## config.mk

```make
export PLATFORM = sky130hd
export DESIGN_NAME = top_uart
export DESIGN_NICKNAME = d
export VERILOG_FILES = /design/src/rtl/uart_pkg.sv /design/src/rtl/uart_fifo.sv /design/src/rtl/top_uart.sv
export SDC_FILE = /design/constraint.sdc
export NUM_CORES = 1
export LEC_CHECK = 0
export CAP_MARGIN = 40
export CORE_ASPECT_RATIO = 0.8
export CORE_UTILIZATION = 30
export DETAILED_ROUTE_END_ITERATION = 10
export SETUP_SLACK_MARGIN = 0.15
export SLEW_MARGIN = 0
export SYNTH_ARGS = -nofsm -noshare
export SYNTH_HDL_FRONTEND = slang
export SYNTH_SLANG_ARGS = --single-unit
```

## constraint.sdc

```tcl
create_clock -name clk -period 3.1 [get_ports clk]
set_input_delay 0.62 -clock clk [delete_from_list [all_inputs] [get_ports clk]]
set_output_delay 0.62 -clock clk [all_outputs]
set_load 0.005 [all_outputs]
```

## src/rtl/uart_pkg.sv

```systemverilog
// Shared types and default parameters for the 8N1 UART.
// Imported by the FIFO and by the top level.
package uart_pkg;

    typedef enum logic [1:0] {
        IDLE,
        START,
        DATA,
        STOP
    } uart_state_t;

    localparam int UART_DBIT    = 8;
    localparam int UART_SB_TICK = 16;
    localparam int UART_FIFO_W  = 2;

endpackage

```

## src/rtl/uart_fifo.sv

```systemverilog
// Small synchronous FIFO with show-ahead read data.
// Writes when full and reads when empty are ignored.
module uart_fifo
    import uart_pkg::*;
#(
    parameter int DW = UART_DBIT,
    parameter int AW = UART_FIFO_W
) (
    input  logic          clk,
    input  logic          rst,
    input  logic          i_wr,
    input  logic          i_rd,
    input  logic [DW-1:0] i_wdata,
    output logic [DW-1:0] o_rdata,
    output logic          o_empty,
    output logic          o_full
);

    localparam int DEPTH = 2 ** AW;

    logic [DW-1:0] r_mem [DEPTH];
    logic [AW-1:0] r_wptr;
    logic [AW-1:0] r_rptr;
    logic [AW:0]   r_cnt;
    logic          w_do_rd;
    logic          w_do_wr;

    assign o_empty = (r_cnt == '0);
    assign o_full  = (r_cnt == (AW+1)'(DEPTH));
    assign o_rdata = r_mem[r_rptr];

    // A full FIFO still takes a write when a read frees a slot this cycle.
    assign w_do_rd = i_rd && !o_empty;
    assign w_do_wr = i_wr && (!o_full || w_do_rd);

    always_ff @(posedge clk or negedge rst) begin
        if (!rst) begin
            for (int i = 0; i < DEPTH; i++) begin
                r_mem[i] <= '0;
            end
            r_wptr <= '0;
            r_rptr <= '0;
            r_cnt  <= '0;
        end else begin
            if (w_do_wr) begin
                r_mem[r_wptr] <= i_wdata;
                r_wptr        <= r_wptr + 1'b1;
            end
            if (w_do_rd) begin
                r_rptr <= r_rptr + 1'b1;
            end
            if (w_do_wr && !w_do_rd) begin
                r_cnt <= r_cnt + 1'b1;
            end else if (w_do_rd && !w_do_wr) begin
                r_cnt <= r_cnt - 1'b1;
            end
        end
    end

endmodule

```

## src/rtl/top_uart.sv

```systemverilog
// Full-duplex 8N1 UART: programmable baud tick, 16x oversampled RX,
// TX, and a small FIFO in each direction.
module top_uart
    import uart_pkg::*;
#(
    parameter int DBIT    = UART_DBIT,
    parameter int SB_TICK = UART_SB_TICK,
    parameter int FIFO_W  = UART_FIFO_W
) (
    input  logic            clk,
    input  logic            rst,
    input  logic [10:0]     TIMER_FINAL_VALUE,
    input  logic            rx,
    input  logic            rd_uart,
    output logic [DBIT-1:0] r_data,
    output logic            rx_empty,
    input  logic [DBIT-1:0] w_data,
    input  logic            wr_uart,
    output logic            tx_full,
    output logic            tx
);

    logic [10:0]     r_tmr;
    logic            w_tick;

    uart_state_t     r_rx_state;
    logic [3:0]      r_rx_s;
    logic [2:0]      r_rx_n;
    logic [DBIT-1:0] r_rx_b;
    logic            r_rx_done;
    logic            w_rx_full;

    uart_state_t     r_tx_state;
    logic [3:0]      r_tx_s;
    logic [2:0]      r_tx_n;
    logic [DBIT-1:0] r_tx_b;
    logic            r_tx;
    logic            w_tx_empty;
    logic [DBIT-1:0] w_tx_head;
    logic            w_tx_pop;
    logic            w_tx_stop_end;

    assign w_tick = (r_tmr == TIMER_FINAL_VALUE);

    always_ff @(posedge clk or negedge rst) begin
        if (!rst) begin
            r_tmr <= '0;
        end else begin
            r_tmr <= w_tick ? 11'd0 : r_tmr + 11'd1;
        end
    end

    always_ff @(posedge clk or negedge rst) begin
        if (!rst) begin
            r_rx_state <= IDLE;
            r_rx_s     <= '0;
            r_rx_n     <= '0;
            r_rx_b     <= '0;
            r_rx_done  <= 1'b0;
        end else begin
            r_rx_done <= 1'b0;
            unique case (r_rx_state)
                IDLE: begin
                    if (!rx) begin
                        r_rx_state <= START;
                        r_rx_s     <= '0;
                    end
                end
                START: begin
                    if (w_tick) begin
                        if (r_rx_s == 4'd7) begin
                            r_rx_state <= DATA;
                            r_rx_s     <= '0;
                            r_rx_n     <= '0;
                        end else begin
                            r_rx_s <= r_rx_s + 4'd1;
                        end
                    end
                end
                DATA: begin
                    if (w_tick) begin
                        if (r_rx_s == 4'd15) begin
                            r_rx_s <= '0;
                            r_rx_b <= {rx, r_rx_b[DBIT-1:1]};
                            if (r_rx_n == 3'(DBIT - 1)) begin
                                r_rx_state <= STOP;
                            end else begin
                                r_rx_n <= r_rx_n + 3'd1;
                            end
                        end else begin
                            r_rx_s <= r_rx_s + 4'd1;
                        end
                    end
                end
                STOP: begin
                    if (w_tick) begin
                        if (r_rx_s == 4'(SB_TICK - 1)) begin
                            r_rx_state <= IDLE;
                            r_rx_s     <= '0;
                            r_rx_done  <= 1'b1;
                        end else begin
                            r_rx_s <= r_rx_s + 4'd1;
                        end
                    end
                end
                default: r_rx_state <= IDLE;
            endcase
        end
    end

    // A pending byte is taken straight from the stop bit, leaving no idle gap.
    assign w_tx_stop_end = (r_tx_state == STOP) && w_tick &&
                           (r_tx_s == 4'(SB_TICK - 1));
    assign w_tx_pop      = !w_tx_empty &&
                           ((r_tx_state == IDLE) || w_tx_stop_end);

    always_ff @(posedge clk or negedge rst) begin
        if (!rst) begin
            r_tx_state <= IDLE;
            r_tx_s     <= '0;
            r_tx_n     <= '0;
            r_tx_b     <= '0;
            r_tx       <= 1'b1;
        end else begin
            unique case (r_tx_state)
                IDLE: begin
                    r_tx <= 1'b1;
                    if (!w_tx_empty) begin
                        r_tx_state <= START;
                        r_tx_s     <= '0;
                        r_tx_b     <= w_tx_head;
                        r_tx       <= 1'b0;
                    end
                end
                START: begin
                    if (w_tick) begin
                        if (r_tx_s == 4'd15) begin
                            r_tx_state <= DATA;
                            r_tx_s     <= '0;
                            r_tx_n     <= '0;
                            r_tx       <= r_tx_b[0];
                        end else begin
                            r_tx_s <= r_tx_s + 4'd1;
                        end
                    end
                end
                DATA: begin
                    if (w_tick) begin
                        if (r_tx_s == 4'd15) begin
                            r_tx_s <= '0;
                            r_tx_b <= {1'b0, r_tx_b[DBIT-1:1]};
                            if (r_tx_n == 3'(DBIT - 1)) begin
                                r_tx_state <= STOP;
                                r_tx       <= 1'b1;
                            end else begin
                                r_tx_n <= r_tx_n + 3'd1;
                                r_tx   <= r_tx_b[1];
                            end
                        end else begin
                            r_tx_s <= r_tx_s + 4'd1;
                        end
                    end
                end
                STOP: begin
                    if (w_tick) begin
                        if (w_tx_stop_end && !w_tx_empty) begin
                            r_tx_state <= START;
                            r_tx_s     <= '0;
                            r_tx_b     <= w_tx_head;
                            r_tx       <= 1'b0;
                        end else if (w_tx_stop_end) begin
                            r_tx_state <= IDLE;
                            r_tx_s     <= '0;
                            r_tx       <= 1'b1;
                        end else begin
                            r_tx_s <= r_tx_s + 4'd1;
                        end
                    end
                end
                default: r_tx_state <= IDLE;
            endcase
        end
    end

    assign tx = r_tx;

    uart_fifo #(
        .DW (DBIT),
        .AW (FIFO_W)
    ) u_rx_fifo (
        .clk     (clk),
        .rst     (rst),
        .i_wr    (r_rx_done && !w_rx_full),
        .i_rd    (rd_uart),
        .i_wdata (r_rx_b),
        .o_rdata (r_data),
        .o_empty (rx_empty),
        .o_full  (w_rx_full)
    );

    uart_fifo #(
        .DW (DBIT),
        .AW (FIFO_W)
    ) u_tx_fifo (
        .clk     (clk),
        .rst     (rst),
        .i_wr    (wr_uart),
        .i_rd    (w_tx_pop),
        .i_wdata (w_data),
        .o_rdata (w_tx_head),
        .o_empty (w_tx_empty),
        .o_full  (tx_full)
    );

endmodule

```

==> results.md, run 1 <==
- In this run, distinct cell masters in the synthesized netlist total 48.
- The floorplan core area is ~20000 µm².
- The run finished with clean final reports.
- The count of endpoints failing hold in the final timing report is 0.
- The filler cell count in the final layout is about 1800.
- The initial antenna violation count came to 0.
- Among all stages on the critical path, the largest delay is contributed by sky130_fd_sc_hd__clkdlybuf4s50_1.
- Setup repair after global routing left no endpoint under its margin.
- The wire length of the first global-routing pass is 22400 µm.
- The area share of the leading cell type in the synthesized netlist is 50.4%.
- The final antenna-violating net count is 0.
- The total of flip-flops plus latches after synthesis is 125.
- The first detailed-routing pass took 4 iterations.
- Relative to the synthesized area, the layout overhead comes to 27.9%.
- The placed cell area is a little over 7000 µm².
- Counting every net in the synthesized netlist gives 546.
- Dividing the final minimum period by the clock period gives about 90%.
- TritonCTS built the clock tree.
- The clock root buffer is sky130_fd_sc_hd__clkbuf_16.
- The count of vias placed by the detailed router is roughly 4100.
- For this run, the post-layout net count is between 600 and 700.
- The top-level I/O count is 35.
- The first routing iteration left 292 violations.
- The row count is 46.
- At the pin with the least slew margin, the transition time is between 700 and 800 ps.
- The overall die width is approximately 160 µm.
- The via count normalized by instance count is just under 5.
- The global-route congestion overflow total is 0.
- The clock tree buffer depth is 2.
- The largest net degree at the start of global routing is 59.
- The floorplan die height is roughly 130 µm.
- The synthesized design contains 0 enable-type register cells.
- VDD sags by at most around 0.32 mV.
- Detailed placement finished with a half-perimeter wire length of approximately 8800 µm.
- In the routed design, unresolved DRC markers number 0.
- The count of pins over their slew limit came to 0.
- The type of the worst setup path is input port to flip-flop.
- In this run the static leakage power is approximately 0.0036 µW.
- The initial utilization of the core area, before any placement, comes to just over 30%.
- The worst setup path is launched from an input port.
- The leading register cell type out of synthesis is sky130_fd_sc_hd__dfrtp_1.
- Across the routed clock network, the largest skew measured is ~6.4 ps.
- STA classifies the critical path endpoint as a flip-flop.
- After synthesis the cells add up to a little over 6000 µm².
- The category of cells accounting for the largest share of critical-path delay is simple AND/OR/NAND/NOR gates.
- The arrival time at the worst endpoint is around 3200 ps.
- The min-delay analysis places its worst path in the category input port to asynchronous set/reset pin.
- Headroom to the max-slew limit came out at a little over half.
- Global routing consumed, over all layers together, a little over an eighth of the routing resources.
- The clock network latency to the later pin of the worst-skew pair is roughly 420 ps.
- Of the cells placed in the final design, the portion with a size suffix greater than 1 is between 30% and 40%.
- The tree built by TritonCTS fans out to about 130 sinks.
- The endpoint required time on the critical path is between 3000 and 4000 ps.
- The critical path goes through clkdlybuf4s50_1 > xnor2_2 > nand3_2 > or3_4 > or2_4 > a2bb2oi_4 > ha_2 > inv_2 > fa_2 > mux2_4.
- The count of buffers from port buffering is 34.
- The via count of the first global-routing pass is between 4000 and 5000.
- After clock tree synthesis, the clock-pin slew on the worst setup and hold paths is approximately 60 ps.
- The clock tree synthesis step divided the H-tree into 4 levels.
- In this run the worst path has a maximum fanout of 3.
- The average cell area after synthesis is between 10 and 15 µm².
- The origin of the worst setup path is TIMER_FINAL_VALUE[8].
- The critical path's largest stage delay is ~500 ps.
- Of all flip-flops after synthesis, the portion carrying an async set or reset was 100%.
- The max-capacitance violation count is 0.
- The routability congestion estimate is roughly 0.77.
- The share of the Yosys chip area taken by registers is 50.8%.
- The leading cell type in the layout, fill and taps excluded is sky130_fd_sc_hd__dfrtp_1.
- Setup violations remaining at the end of the flow were counted as 0.
- The Yosys warning count is 0.
- The reg-to-reg startpoint is r_tmr[3].
- The detailed-route wire length per cell is roughly 16 µm.
- The area of all placed cells without fillers is roughly 8000 µm².
- For this design, the CTS-stage hold fixing added 0 buffers.
- The power density over the cells is about 730 nW/µm².
- The design draws around 5700 µW.
- The maximum clock frequency is around 0.35 GHz.
- The top cell types in the final layout, fill and taps aside, are 123 x sky130_fd_sc_hd__dfrtp_1, 85 x sky130_fd_sc_hd__mux2_2, 47 x sky130_fd_sc_hd__nand2_1, 29 x sky130_fd_sc_hd__buf_4, 26 x sky130_fd_sc_hd__ha_1.
- The combined buffer and inverter count along the critical path is 2.
- The cell taking the most area after synthesis is sky130_fd_sc_hd__dfrtp_1.
- The routed design could run at a clock period as short as ~2900 ps.
- The overall routed net length is roughly 13000 µm.
- Synthesis handed over a netlist of just under 500 instances.
- After synthesis, the cell types taking the most area are sky130_fd_sc_hd__dfrtp_1 50%, sky130_fd_sc_hd__mux2_2 16%, sky130_fd_sc_hd__mux4_2 5.9%, sky130_fd_sc_hd__ha_1 5.5%, sky130_fd_sc_hd__nand2_1 2.9%.
- The number of antenna diodes is 0.
- The number of buffers created by CTS is 17.
- The die covers 21100 µm².
per-layer routing:
| layer | global-route usage [%] | wire, µm | vias to the layer above |
|---|---|---|---|
| met5 | 0 | 0 | - |
| met4 | 5.44 | 173 | 0 |
| met3 | 3.21 | 428 | 17 |
| met2 | 23.1 | 6440 | 74 |
| met1 | 16.9 | 6080 | 2086 |
| li1 | - | - | 1916 |
cell type report:
| type | count | area [µm²] | share of cell area [%] |
|---|---|---|---|
| Timing Repair Buffer | 67 | 661 | 8.39 |
| Clock buffer | 20 | 467 | 5.93 |
| Inverter | 17 | 63.8 | 0.810 |
| Multi-Input combinational cell | 337 | 3020 | 38.3 |
| Sequential cell | 125 | 3130 | 39.8 |
| Clock inverter | 12 | 206 | 2.62 |
| Tap cell | 264 | 330 | 4.20 |
logic make-up (layout without fill, tap and decap cells):
kind of cell             count (synthesis)  count (layout)  share of synthesized area (%)
AO/OA/AOI/OAI                           53              53                           5.69
XOR/XNOR                                30              30                           4.27
adder cells (fa/ha/maj)                 29              29                           6.14
buffers and inverters                   31             116                           1.93
flip-flops                             125             125                           50.8
multiplexers                           104             104                           21.9
AND/OR/NAND/NOR                        121             121                           9.26
Yosys cell counts, types with 2 or more instances:
| master | count |
|---|---|
| sky130_fd_sc_hd__dfrtp_1 | 124 |
| sky130_fd_sc_hd__mux2_2 | 86 |
| sky130_fd_sc_hd__nand2_1 | 47 |
| sky130_fd_sc_hd__ha_1 | 27 |
| sky130_fd_sc_hd__o21ai_0 | 21 |
| sky130_fd_sc_hd__nor2_1 | 19 |
| sky130_fd_sc_hd__xnor2_1 | 19 |
| sky130_fd_sc_hd__inv_1 | 17 |
| sky130_fd_sc_hd__nand3_1 | 17 |
| sky130_fd_sc_hd__mux4_2 | 16 |
| sky130_fd_sc_hd__clkbuf_1 | 11 |
| sky130_fd_sc_hd__xor2_1 | 11 |
| sky130_fd_sc_hd__a21oi_1 | 9 |
| sky130_fd_sc_hd__nor3_1 | 7 |
| sky130_fd_sc_hd__and3_1 | 5 |
| sky130_fd_sc_hd__or3_1 | 5 |
| sky130_fd_sc_hd__nand2b_1 | 4 |
| sky130_fd_sc_hd__nor2_2 | 4 |
| sky130_fd_sc_hd__nor4_1 | 4 |
| sky130_fd_sc_hd__a22o_1 | 3 |
| sky130_fd_sc_hd__a21o_1 | 2 |
| sky130_fd_sc_hd__and2_1 | 2 |
| sky130_fd_sc_hd__buf_2 | 2 |
| sky130_fd_sc_hd__fa_1 | 2 |
| sky130_fd_sc_hd__mux2i_1 | 2 |
| sky130_fd_sc_hd__nand4_1 | 2 |
| sky130_fd_sc_hd__o22ai_1 | 2 |
| sky130_fd_sc_hd__o2bb2ai_1 | 2 |
| sky130_fd_sc_hd__o31ai_1 | 2 |
state kept, by name, summed over array words and instances (netlist names):
| register | flops |
|---|---|
| r_tx_n | 3 |
| r_tx_s | 4 |
| u_tx_fifo.r_wptr | 2 |
| r_rx_s | 4 |
| r_rx_done | 1 |
| r_rx_state | 2 |
| tx | 1 |
| r_rx_b | 8 |
| u_rx_fifo.r_wptr | 2 |
| u_rx_fifo.r_mem | 32 |
| u_rx_fifo.r_rptr | 2 |
| r_tmr | 11 |
| r_rx_n | 3 |
| u_rx_fifo.r_cnt | 3 |
| u_tx_fifo.r_cnt | 3 |
| r_tx_b | 8 |
| u_tx_fifo.r_mem | 32 |
| r_tx_state | 2 |
| u_tx_fifo.r_rptr | 2 |
worst paths after layout:
kind / slack [ps] / end / cells after the start
worst min-delay path: 270 / u_rx_fifo.r_mem[18] / 1
worst max-delay path: 240 / u_tx_fifo.r_cnt[1] / 10
worst min register to register: 500 / u_rx_fifo.r_cnt[2] / 1
worst max register to register: 280 / u_tx_fifo.r_cnt[1] / 10
min in group clk: 500 / u_rx_fifo.r_cnt[2] / 1
max in group asynchronous: 2020 / tx / 2
metrics by stage:
stage | cells | TNS [ps] | utilization (%) | setup slack [ps] | hold WS [ps]
floorplan | 493 | 0 | - | 166 | 324
global placement | 801 | -1660 | 35.2 | -227 | 482
detailed placement | 801 | -1880 | 35.2 | -336 | 487
CTS | 840 | 0 | 38.9 | 118 | 286
global route | 842 | 0 | 39.4 | 153 | 337
finish | 842 | 0 | 39.4 | 239 | 266
repair_timing:
action | CTS | global route
pin swaps | 6 | 17
resized for setup | 5 | 20
endpoints found under the setup margin | 2 | 35
buffers inserted | 7 | 2
power breakdown:
part / internal, µW / switching, µW
Combinational: 734 / 464
Clock: 1500 / 767
Sequential: 1970 / 312
No activity file was read; power rests on OpenSTA's default activity.
==> inputs of run 2 (changes only) <==
ABC_AREA = 1   (was default)
clock period = 2.35 ns   (was 3.1 ns; I/O delays follow)
==> results.md, run 2 <==
- The number of placed cells counting well taps came to 1087 (+36%).
- Leaving out fill and tap cells, the most frequent cell in the layout is sky130_fd_sc_hd__nand2_1.
- The count of buffers from port buffering was 34 (unchanged).
- The fraction of layout cells with a size suffix above 1 is 18.4% (-14 points).
- The violation count after the first detailed-route iteration is 360 (+23%).
- The final cell utilization of the core is 39.6% (+0.17 points).
- Compared with the post-synthesis result, the final layout area differs by 28.5%.
- The total global-route track usage was 14.6% (+0.93 points).
- The initial core utilization is 30.8% (about the same).
- The via count normalized by instance count was 4.69 (-3.5%).
- After synthesis, the most frequently instantiated cells are 232 x sky130_fd_sc_hd__nand2_1, 124 x sky130_fd_sc_hd__dfrtp_1, 87 x sky130_fd_sc_hd__o21ai_0.
- The worst-case setup slack after placement is -448 ps (-112 ps).
- The post-route fraction of the period consumed by the critical path is 95.4%.
- The initial antenna violation count is 0 (unchanged).
- The clock network latency to the later pin of the worst-skew pair came to 420 ps (about the same).
- The first-pass detailed-route iteration total is 8 (+4).
- The detailed-route wire length per cell was 12.9 µm (-17%).
- The count of endpoints failing hold in the final timing report is 0 (unchanged).
- The number of buffers created by CTS is 17 (unchanged).
- For this run, the top clock speed supported by timing is between 0.4 and 0.5 GHz.
- The worst hold path belongs to the class input port to asynchronous set/reset pin.
- Walking the worst path, the cells encountered are inv_2 > nand2_1 > nand2_1 > nand2_2 > nor2_4 > nand3_2 > inv_2 > nand2_4 > nand2_4 > nand2_4 > ha_4 > inv_2 > fa_2 > mux2_4.
- The largest total area in the synthesized netlist belongs to sky130_fd_sc_hd__dfrtp_1.
- The post-synthesis instance total came to 774 (+57%).
- The final reports fail on DRC.
- The async set or reset register ratio after synthesis is 100% (unchanged).
- The count of vias placed by the detailed router is 5435 (+33%).
- The number of distinct library cells after synthesis is 41 (-15%).
- The number of levels in the clock H-tree is 4 (unchanged).
- The estimated wirelength of the detail-placed design was 9840 µm (+11%).
- The largest registers in the layout are u_rx_fifo.r_mem: 32 flops, u_tx_fifo.r_mem: 32 flops, r_tmr: 11 flops.
- The wire length of the first global-routing pass came to 25900 µm (+16%).
- The actual transition at the worst max-transition pin came to 530 ps (-189 ps).
- Setup repair after global routing could not meet its margin everywhere.
- The clock net sink count came to 125 (unchanged).
- The type of the worst setup path is flip-flop to flip-flop.
- The number of antenna diodes is 0 (unchanged).
- Clock tree synthesis selected as its root buffer the cell sky130_fd_sc_hd__clkbuf_16.
- The endpoint required time on the critical path is 2650 ps (-750 ps).
- The sequential element share of the synthesized area is 48.7% (-2.2 points).
- The row count came to 47 (+2.2%).
- The synthesized netlist net count is 827 (+51%).
- The arrival time at the worst endpoint came to 2540 ps (-620 ps).
- The overall die width was 166 µm (+2.2%).
- The remaining design rule violation count is 4 (+4).
- The largest net degree at the start of global routing is 37 (-37%).
- The clock tree from TritonCTS is done.
- The worst setup path is launched from a flip-flop.
- The worst supply voltage drop on vdd is 0.582 mV (+80%).
- The floorplan core area came to 20900 µm² (+4.5%).
- The post-synth design cell area is 6430 µm² (+4.4%).
- The number of standard cells in the final layout excluding fillers was 1159 (+38%).
- The library cells used most frequently in the layout, excluding fill and tap cells, are 224 x sky130_fd_sc_hd__nand2_1, 123 x sky130_fd_sc_hd__dfrtp_1, 85 x sky130_fd_sc_hd__o21ai_0, 71 x sky130_fd_sc_hd__buf_4, 57 x sky130_fd_sc_hd__inv_1.
- The overall die area was 22000 µm² (+4.4%).
- The clock-pin slew on the worst setup and hold paths is 60 ps (about the same).
- The number of nets in the layout is 930 (+50%).
- The number of setup violations in the final report is 0 (unchanged).
- The multiplexer share of the synthesized area came to 0.350% (-22 points).
- The routability congestion estimate was 0.784 (+2.3%).
- The floorplan die height is 133 µm (+2.2%).
- The area fraction in compound gates after synthesis is 11.2% (+5.5 points).
- The max-capacitance violation count is 0 (unchanged).
- The biggest fanout along the worst timing path is 5 (+2).
- The count of pins over their slew limit was 0 (unchanged).
- The critical path's largest stage delay is 430 ps (-70 ps).
- The setup slack after layout is 108 ps (-131 ps).
- The global-route congestion overflow total is 0 (unchanged).
- The headroom to the max-slew limit is 64.6% (+13 points).
- The filler cell count in the final layout is 2048 (+11%).
- The post-synthesis share of cell area spent on full adders, half adders and majority gates came to 5.88% (-0.26 points).
- The final antenna-violating net count is 0 (unchanged).
- The slowest stage of the critical path is the sky130_fd_sc_hd__dfrtp_1 cell.
- The top-level I/O count was 35 (unchanged).
- The via count of the first global-routing pass is 5286 (+20%).
- The most used flip-flop cell after synthesis is sky130_fd_sc_hd__dfrtp_1.
- The time the final worst path needs with I/O delays and setup is approximately 2200 ps.
- The overall routed net length was 15000 µm (+14%).
- The leakage power summed over all cells came to 0.00406 µW (+14%).
- The average cell area after synthesis was 8.31 µm² (-33%).
- The clock tree buffer depth is 2 (unchanged).
- The worst-case clock skew was 9.96 ps (+3.53 ps).
- The simple-gate area share of the yosys netlist is 25.9% (+17 points).
- After synthesis, the largest family of logic cells by area is simple AND/OR/NAND/NOR gates.
- The synthesized-area fraction occupied by xor and xnor cells came to 1.91% (-2.4 points).
- The reg-to-reg startpoint is r_tmr[4].
- The area share of the leading cell type in the synthesized netlist came to 48.2% (-2.1 points).
- Sorting the synthesized cells by area gives the leading types as sky130_fd_sc_hd__dfrtp_1 48%, sky130_fd_sc_hd__nand2_1 14%, sky130_fd_sc_hd__o21ai_0 6.8%, sky130_fd_sc_hd__ha_1 5.3%, sky130_fd_sc_hd__inv_1 3.9%.
- The most repeated cell in the gate-level netlist after synthesis is sky130_fd_sc_hd__nand2_1.
- The count of flip-flops with a built-in enable after synthesis is 0 (unchanged).
- The total of flip-flops plus latches after synthesis was 125 (unchanged).
- The Yosys warning count is 0 (unchanged).
- The worst setup path is captured at a flip-flop.
- The power density over the cells is 1160 nW/µm² (+59%).
- The count of hold buffers inserted by post-cts repair is 0 (unchanged).
- The run finished, with violations left.
- In this run the worst setup path begins at r_tmr[4].
-- run 2: cell count changes after synthesis, sizes merged, moves of 9 or more --
cell   previous run  this run
nand2            47       238
mux2             86         2
o21ai            21        88
inv              17        68
nor2             23        58
nand4             2        36
nand3            17        36
mux4             16         0
buf               3        18
xnor2            19         5
o22ai             2        14
a21oi             9        18
-- run 2: final cells by class --
| class | instances | area (µm²) | area share (%) |
|---|---|---|---|
| Tap cell | 269 | 337 | 4.07 |
| Sequential cell | 125 | 3130 | 37.9 |
| Inverter | 70 | 265 | 3.21 |
| Timing Repair Buffer | 111 | 956 | 11.6 |
| Multi-Input combinational cell | 552 | 3040 | 36.7 |
| Clock inverter | 14 | 114 | 1.38 |
| Clock buffer | 18 | 429 | 5.19 |
-- run 2: final timing paths --
kind / end / slack, ps / cells past startpoint
min: u_rx_fifo.r_cnt[0] / 20 / 1
max: u_tx_fifo.r_cnt[1] / 110 / 14
max reg2reg: u_tx_fifo.r_cnt[1] / 110 / 14
min in group clk: u_tx_fifo.r_mem[13] / 470 / 2
max in group asynchronous: tx / 1650 / 2
min reg2reg: u_tx_fifo.r_mem[13] / 470 / 2
-- run 2: stage by stage --
stage	area [µm²]	setup TNS, ps	power, µW	hold WS (ps)
3_3_place_gp	7350	-7640	6710	450
2_1_floorplan	6490	0	5440	174
6_report	8270	0	9590	24.4
4_1_cts	8120	0	9450	42.0
5_1_grt	8270	0	10300	63.7
3_5_place_dp	7350	-8760	6750	453
-- run 2: power by group --
group	total (µW)	switching (µW)	internal, µW
clock	2430	1070	1370
combinational	4040	2200	1830
sequential	3120	412	2710
-- run 2: cell families (layout without fill, tap and decap cells) --
| group | Yosys count | count (layout) |
|---|---|---|
| fa+ha+maj | 29 | 29 |
| simple gates | 377 | 377 |
| mux | 2 | 2 |
| compound gates | 130 | 130 |
| buf+inv | 97 | 213 |
| xor+xnor | 14 | 14 |
| flops | 125 | 125 |
-- run 2: per-layer routing --
| metal | part of all wire, % | track usage, % | vias up |
|---|---|---|---|
| met2 | 44 | 22.2 | 94 |
| met1 | 52 | 20.5 | 2560 |
| met4 | 0.82 | 4.62 | 0 |
| met5 | 0 | 0 | - |
| met3 | 3.8 | 3.20 | 13 |
| li1 | - | - | 2768 |
-- run 2: worst max-delay path: cells and delay by family (launching register included) --
kind	cells	cell delay, ps
fa+ha+maj	2	570
mux	1	270
flops	1	430
simple gates	8	620
buf+inv	3	230
-- run 2: what timing repair did --
action | in CTS | in global routing
setup endpoints to repair | 14 | 41
gates resized for setup | 29 | 23
pin swaps | 12 | 9
setup buffers | 27 | 12
gates cloned | 1 | 0
